### src/rtl/div_pkg.sv
// rtl/div_pkg.sv - shared types and constants for the iterative divider
package div_pkg;

  typedef enum logic [1:0] {
    DIV  = 2'b00,
    DIVU = 2'b01,
    REM  = 2'b10,
    REMU = 2'b11
  } div_op_t;

  typedef enum logic [1:0] {
    IDLE = 2'b00,
    CALC = 2'b01,
    FIX  = 2'b10,
    DONE = 2'b11
  } div_state_t;

  // Wide enough for any supported DW; the top slices off what it needs.
  localparam logic [63:0] DIV_ALL_ONES = '1;

endpackage

### src/rtl/mux_4.sv
// rtl/mux_4.sv - generic 4:1 word mux, sel=0..3 picks a1..a4
module mux_4 #(
  parameter int W = 32
) (
  input  logic [1:0]   sel,
  input  logic [W-1:0] a1,
  input  logic [W-1:0] a2,
  input  logic [W-1:0] a3,
  input  logic [W-1:0] a4,
  output logic [W-1:0] y
);

  always_comb begin
    y = a1;
    case (sel)
      2'd0:    y = a1;
      2'd1:    y = a2;
      2'd2:    y = a3;
      2'd3:    y = a4;
      default: y = a1;
    endcase
  end

endmodule

### src/rtl/div_unit.sv
// rtl/div_unit.sv - radix-2 restoring divider for DIV/DIVU/REM/REMU
// DIV_FAST_EN: finish special cases and |b|>|a| one cycle after acceptance
module div_unit
  import div_pkg::*;
#(
  parameter int DW = 32
) (
  input  logic          clk,
  input  logic          rst,
  input  logic          start,
  input  logic [1:0]    op,
  input  logic [DW-1:0] a,
  input  logic [DW-1:0] b,
  output logic          busy,
  output logic          done,
  output logic [DW-1:0] y
);

  localparam int CW = $clog2(DW) + 1;
  localparam logic [CW-1:0] LAST_ITER = CW'(DW - 1);
  localparam logic [DW-1:0] QUO_ALL_ONES = DIV_ALL_ONES[DW-1:0];
  localparam logic [DW-1:0] SIGNED_MIN = {1'b1, {(DW-1){1'b0}}};

  div_state_t    state_q, state_d;
  div_op_t       op_q;
  logic [CW-1:0] cnt_q;
  logic [DW-1:0] quo_q, dvs_q, rem_q, y_q;
  logic [DW-1:0] spec_quo_q, spec_rem_q;
  logic          qneg_q, rneg_q, special_q;

  logic          accept;
  logic          in_signed, a_neg, b_neg;
  logic [DW-1:0] a_mag, b_mag;
  logic          in_div0, in_ovf, in_special;
  logic [DW-1:0] in_spec_quo, in_spec_rem;
  logic          fast_take;
  logic [DW-1:0] fast_y;

  logic [DW:0]   rem_shift;
  logic [DW+1:0] sub;
  logic          borrow;
  logic          unused_sub_msb;
  logic [DW-1:0] fix_quo, fix_rem, res_sel;
  logic          rem_op_q;

  assign accept    = start && ((state_q == IDLE) || (state_q == DONE));
  assign in_signed = ~op[0];
  assign a_neg     = in_signed & a[DW-1];
  assign b_neg     = in_signed & b[DW-1];
  assign a_mag     = a_neg ? (~a + 1'b1) : a;
  assign b_mag     = b_neg ? (~b + 1'b1) : b;

  assign in_div0     = (b == '0);
  assign in_ovf      = in_signed && (a == SIGNED_MIN) && (b == QUO_ALL_ONES);
  assign in_special  = in_div0 || in_ovf;
  assign in_spec_quo = in_div0 ? QUO_ALL_ONES : a;
  assign in_spec_rem = in_div0 ? a : '0;

`ifdef DIV_FAST_EN
  // A divisor larger than the dividend gives q=0, r=a with no iteration needed.
  assign fast_take = in_special || (b_mag > a_mag);
  assign fast_y    = in_special ? (op[1] ? in_spec_rem : in_spec_quo)
                                : (op[1] ? a : '0);
`else
  assign fast_take = 1'b0;
  assign fast_y    = '0;
`endif

  // One shift-subtract-restore step on the DW+1 bit partial remainder.
  assign rem_shift      = {rem_q, quo_q[DW-1]};
  assign sub            = {1'b0, rem_shift} - {2'b00, dvs_q};
  assign borrow         = sub[DW+1];
  assign unused_sub_msb = sub[DW];

  assign fix_quo  = qneg_q ? (~quo_q + 1'b1) : quo_q;
  assign fix_rem  = rneg_q ? (~rem_q + 1'b1) : rem_q;
  assign rem_op_q = (op_q == REM) || (op_q == REMU);

  mux_4 #(.W(DW)) u_res_mux (
    .sel (({special_q, rem_op_q})),
    .a1  (fix_quo),
    .a2  (fix_rem),
    .a3  (spec_quo_q),
    .a4  (spec_rem_q),
    .y   (res_sel)
  );

  always_comb begin
    state_d = state_q;
    case (state_q)
      IDLE: if (accept) state_d = fast_take ? DONE : CALC;
      CALC: if (cnt_q == LAST_ITER) state_d = FIX;
      FIX:  state_d = DONE;
      DONE: begin
        if (accept) state_d = fast_take ? DONE : CALC;
        else        state_d = IDLE;
      end
      default: state_d = IDLE;
    endcase
  end

  always_ff @(posedge clk) begin
    if (rst) begin
      state_q    <= IDLE;
      op_q       <= DIV;
      cnt_q      <= '0;
      quo_q      <= '0;
      dvs_q      <= '0;
      rem_q      <= '0;
      y_q        <= '0;
      spec_quo_q <= '0;
      spec_rem_q <= '0;
      qneg_q     <= 1'b0;
      rneg_q     <= 1'b0;
      special_q  <= 1'b0;
    end else begin
      state_q <= state_d;
      if (accept) begin
        op_q       <= div_op_t'(op);
        cnt_q      <= '0;
        quo_q      <= a_mag;
        dvs_q      <= b_mag;
        rem_q      <= '0;
        spec_quo_q <= in_spec_quo;
        spec_rem_q <= in_spec_rem;
        qneg_q     <= a_neg ^ b_neg;
        rneg_q     <= a_neg;
        special_q  <= in_special;
        if (fast_take) y_q <= fast_y;
      end else if (state_q == CALC) begin
        quo_q <= {quo_q[DW-2:0], ~borrow};
        rem_q <= borrow ? rem_shift[DW-1:0] : sub[DW-1:0];
        cnt_q <= cnt_q + 1'b1;
      end else if (state_q == FIX) begin
        y_q <= res_sel;
      end
    end
  end

  assign busy = (state_q == CALC) || (state_q == FIX);
  assign done = (state_q == DONE);
  assign y    = y_q;

endmodule
### config.mk
export PLATFORM = sky130hd
export DESIGN_NAME = div_unit
export DESIGN_NICKNAME = d
export VERILOG_FILES = /design/src/rtl/div_pkg.sv /design/src/rtl/mux_4.sv /design/src/rtl/div_unit.sv
export SDC_FILE = /design/constraint.sdc
export NUM_CORES = 1
export LEC_CHECK = 0
export ABC_AREA = 1
export BUFFER_PORTS_ARGS = -buffer_cell sky130_fd_sc_hd__buf_2
export CAP_MARGIN = 10
export CORE_MARGIN = 2
export CORE_UTILIZATION = 41
export DETAILED_ROUTE_END_ITERATION = 8
export PLACE_DENSITY = 0.59
export SLEW_MARGIN = 20
export SYNTH_ARGS = -nofsm -noshare
export SYNTH_HDL_FRONTEND = slang
export SYNTH_SLANG_ARGS = --single-unit
### constraint.sdc
create_clock -name clk -period 4.81 [get_ports clk]
set_input_delay 0.962 -clock clk [delete_from_list [all_inputs] [get_ports clk]]
set_output_delay 0.962 -clock clk [all_outputs]
set_load 0.01 [all_outputs]
==> reports/metrics.yaml <==
global_route:
  grtUsageTotal_pct: 28.19
  grt_pass1_vias: 15190
  antenna_found_initial: 1
  grt_pass1_wl_mm: 85.22
  grt_start_max_net_pins: 130
  grt_overflow: 0
power_and_ir_drop:
  leakagePower_nw: 7.877
  vdd_drop_max_mv: 0.3323
  power_mw: 8.684
  seqPwrFrac_pct: 26.3
  swShare_pct: 46.95
  p_clk_share_pct: 23.6
  switchingPower_mw: 4.077
  power.density_nw_per_um2: 523.3
  internal_power_mw: 4.606
  p_comb_share_pct: 50.2
layout:
  regArea_sq_um: 4084
  fin_nets: 2654
  multi_input_area_sq_um: 9097
  syn2layout_area_growth_pct: 11.38
  fillers: 3891
  post-route-util_pct: 46.54
  drive_gt1_share_pct: 9.332
timing:
  fin_ws_ns: 2.007
  finalCritPeriodShare_pct: 58.27
  hold_slack_ns: 0.4652
  finalSetupViolations: 0
  fin_tns_setup_ns: 0
  final_max_slew_viol_count: 0
  grt_setup_unrepaired: "false"
  maxSlewHeadroom_pct: 35.54
  hold_viol_final: 0
  max_slew.worst_pin.slew_ns: 0.9646
  clock.fmax_mhz: 356.8
  period_needed_ns: 2.803
  fin_skew_ns: 0.02723
detailed_routing:
  ant_nets: 0
  drc: 0
  vias_per_cell: 5.456
  first_iter_violations: 1618
  num_vias: 16510
  wl_per_cell_um: 17.91
  first_pass_iters: 6
  wl_mm: 54.19
yosys:
  postSynthCellCount: 2498
  ys_warn_count: 0
  synth-seq-area-share_pct: 27.41
  synth_nets: 2610
  synth_seq_cells: 204
  synth_edf_count: 0
  synth_ff_type: "dfxtp_1"
  async_flop_share_pct: 0
  ys_types: 55
  syn_avg_cell_area_sq_um: 5.964
  synth_area_sq_um: 14900
setup_path:
  end_kind: "flip-flop"
  cp_slowest_cell: "dfxtp_1"
  crit_arrival_ns: 3.27
  slowest_delay_ns: 0.49
  cp_common_cell: "nand2_1"
  crit_chain: "ha_1 > nand2_1 > inv_1 > nand2_1 > nand3_1 > nand2_1 > nand2_1 > inv_1 > nand2_2 > nand2_4 > nand2_4 > nand3_1 > nand2_1 > a21oi_2"
  worstPathMaxFanout: 33
  cp-start-kind: "flip-flop"
  critical_path_class: "flip-flop to flip-flop"
  crit_required_ns: 5.27
die:
  die_x_um: 194.6
  rows: 69
  start_util_pct: 41.79
  core_sq_um: 35660
  io_pins: 103
  dieArea_sq_um: 37880
  fp.dieH_um: 194.6
clocking:
  cts_hold_buf: 0
  clk_latency_ns: 0.55
  cts.reportedPaths.clkPinSlew_ns: 0.06
  cts_tree: "done"
  root_buffer: "clkbuf_16"
  cts_resized: 0
  h-tree-depth: 1
  post-cts-setup-buffers: 0
  cts_num_sinks: 204
  clk_path_buf_depth: 3
  cts_buffers: 25
run:
  drv_cap: 0
placed_design:
  preCtsSetupSlack_ns: 1.672
  numPortBuffers: 102
  place.gp.congestion: 0.9307
  dp_hpwl_mm: 40.82
hold_path:
  hold_path_class: "flip-flop to flip-flop"
status:
  outcome: "finished, final reports clean"
-- worst max-delay path: cells and delay by family (launching register included) --
kind | cells | cell delay, ns
adder cells (fa/ha/maj) | 1 | 0.35
AND/OR/NAND/NOR | 10 | 1.60
flip-flops | 1 | 0.49
buffers and inverters | 2 | 0.14
AO/OA/AOI/OAI | 1 | 0.11
-- metal layers --
metal	wire length (um)	GRT usage (%)	part of all wire [%]	vias up
met1	25760	40.89	48	7657
li1	-	-	-	8266
met3	3059	2.672	5.6	73
met4	1364	7.379	2.5	0
met2	24010	44.60	44	514
met5	0	0	0	-
-- final cells by class --
| type | instances | area share, % |
|---|---|---|
| Timing Repair Buffer | 124 | 4.222 |
| Antenna cell | 4 | 0.06032 |
| Tap cell | 461 | 3.476 |
| Clock inverter | 14 | 1.154 |
| Inverter | 331 | 7.487 |
| Multi-Input combinational cell | 1856 | 54.82 |
| Sequential cell | 204 | 24.61 |
| Clock buffer | 32 | 4.169 |
-- stage by stage --
stage | cell area [sq um] | cells
after floorplan | 14900 | 2498
after global routing | 16590 | 3023
after detailed placement | 15700 | 2976
after CTS | 16580 | 3022
after global placement | 15700 | 2976
final | 16590 | 3026
-- cell usage after synthesis (7+ instances only) --
cell	number	area, sq um
nor2_2	10	62.56
nor2_1	213	799.5
a22o_1	11	96.34
o211ai_1	10	75.07
buf_4	7	52.55
a31oi_1	10	62.56
xnor2_1	15	131.4
a21oi_1	181	905.9
nand2_1	690	2590
buf_2	18	90.09
inv_1	312	1171
xor2_1	15	131.4
dfxtp_1	204	4084
clkbuf_1	65	244.0
or2_2	8	50.05
nand3_2	8	80.08
nor3_1	31	155.2
o22ai_1	12	75.07
nor4_1	7	43.79
ha_1	42	525.5
buf_1	11	41.29
nand3_1	260	1301
o21ai_0	202	1011
nand4_1	39	244.0
nand3b_1	11	82.58
o21ai_1	11	55.05
inv_2	14	52.55
-- registers in the layout, summed over array words and instances, names as in the netlist --
register and cells:
qneg_q 1, rneg_q 1, dvs_q 32, quo_q 32, special_q 1, y 32, rem_q 32, spec_quo_q 32
state_q 2, spec_rem_q 32, op_q 1, cnt_q 6
-- kinds of logic after synthesis --
kind of cell | after synthesis | synth area share (%)
flops | 204 | 27.41
simple gates | 1304 | 37.79
buf+inv | 438 | 11.66
fa+ha+maj | 43 | 3.661
mux | 1 | 0.06718
xor+xnor | 30 | 1.764
compound gates | 478 | 17.64
-- placed cells by master (no fill, tap or decap), types with 12 or more instances in the layout --
cell / Yosys / routed
dfxtp_1: 204 / 204
buf_4: 7 / 20
buf_2: 18 / 102
clkbuf_16: 0 / 25
xor2_1: 15 / 15
xnor2_1: 15 / 15
nor3_1: 31 / 31
inv_1: 312 / 311
o22ai_1: 12 / 12
nand3_1: 260 / 260
a21oi_1: 181 / 181
ha_1: 42 / 41
inv_2: 14 / 16
nor2_1: 213 / 210
o21ai_0: 202 / 202
nand2_1: 690 / 690
nand4_1: 39 / 39
-- path summary, 6_finish.rpt --
kind / endpoint / cells past startpoint / from / slack [ns]
worst min-delay path: spec_quo_q[16]$_SDFFE_PP0P_ / 2 / spec_quo_q[16]$_SDFFE_PP0P_ / 0.47
worst max-delay path: rem_q[27]$_SDFFE_PP0P_ / 14 / rem_q[10]$_SDFFE_PP0P_ / 2.01
worst min register to register: spec_quo_q[16]$_SDFFE_PP0P_ / 2 / spec_quo_q[16]$_SDFFE_PP0P_ / 0.47
worst max register to register: rem_q[27]$_SDFFE_PP0P_ / 14 / rem_q[10]$_SDFFE_PP0P_ / 2.01
-- power by group through the flow --
stage	Clock [mW]	Sequential, mW	Combinational, mW
global placement	0	2.30	4.26
CTS	2.08	2.27	4.31
floorplan	0	2.28	3.03
detailed placement	0	2.30	4.28
finish	2.05	2.28	4.36
global route	2.14	2.32	4.89
No activity file was read; power rests on OpenSTA's default activity.
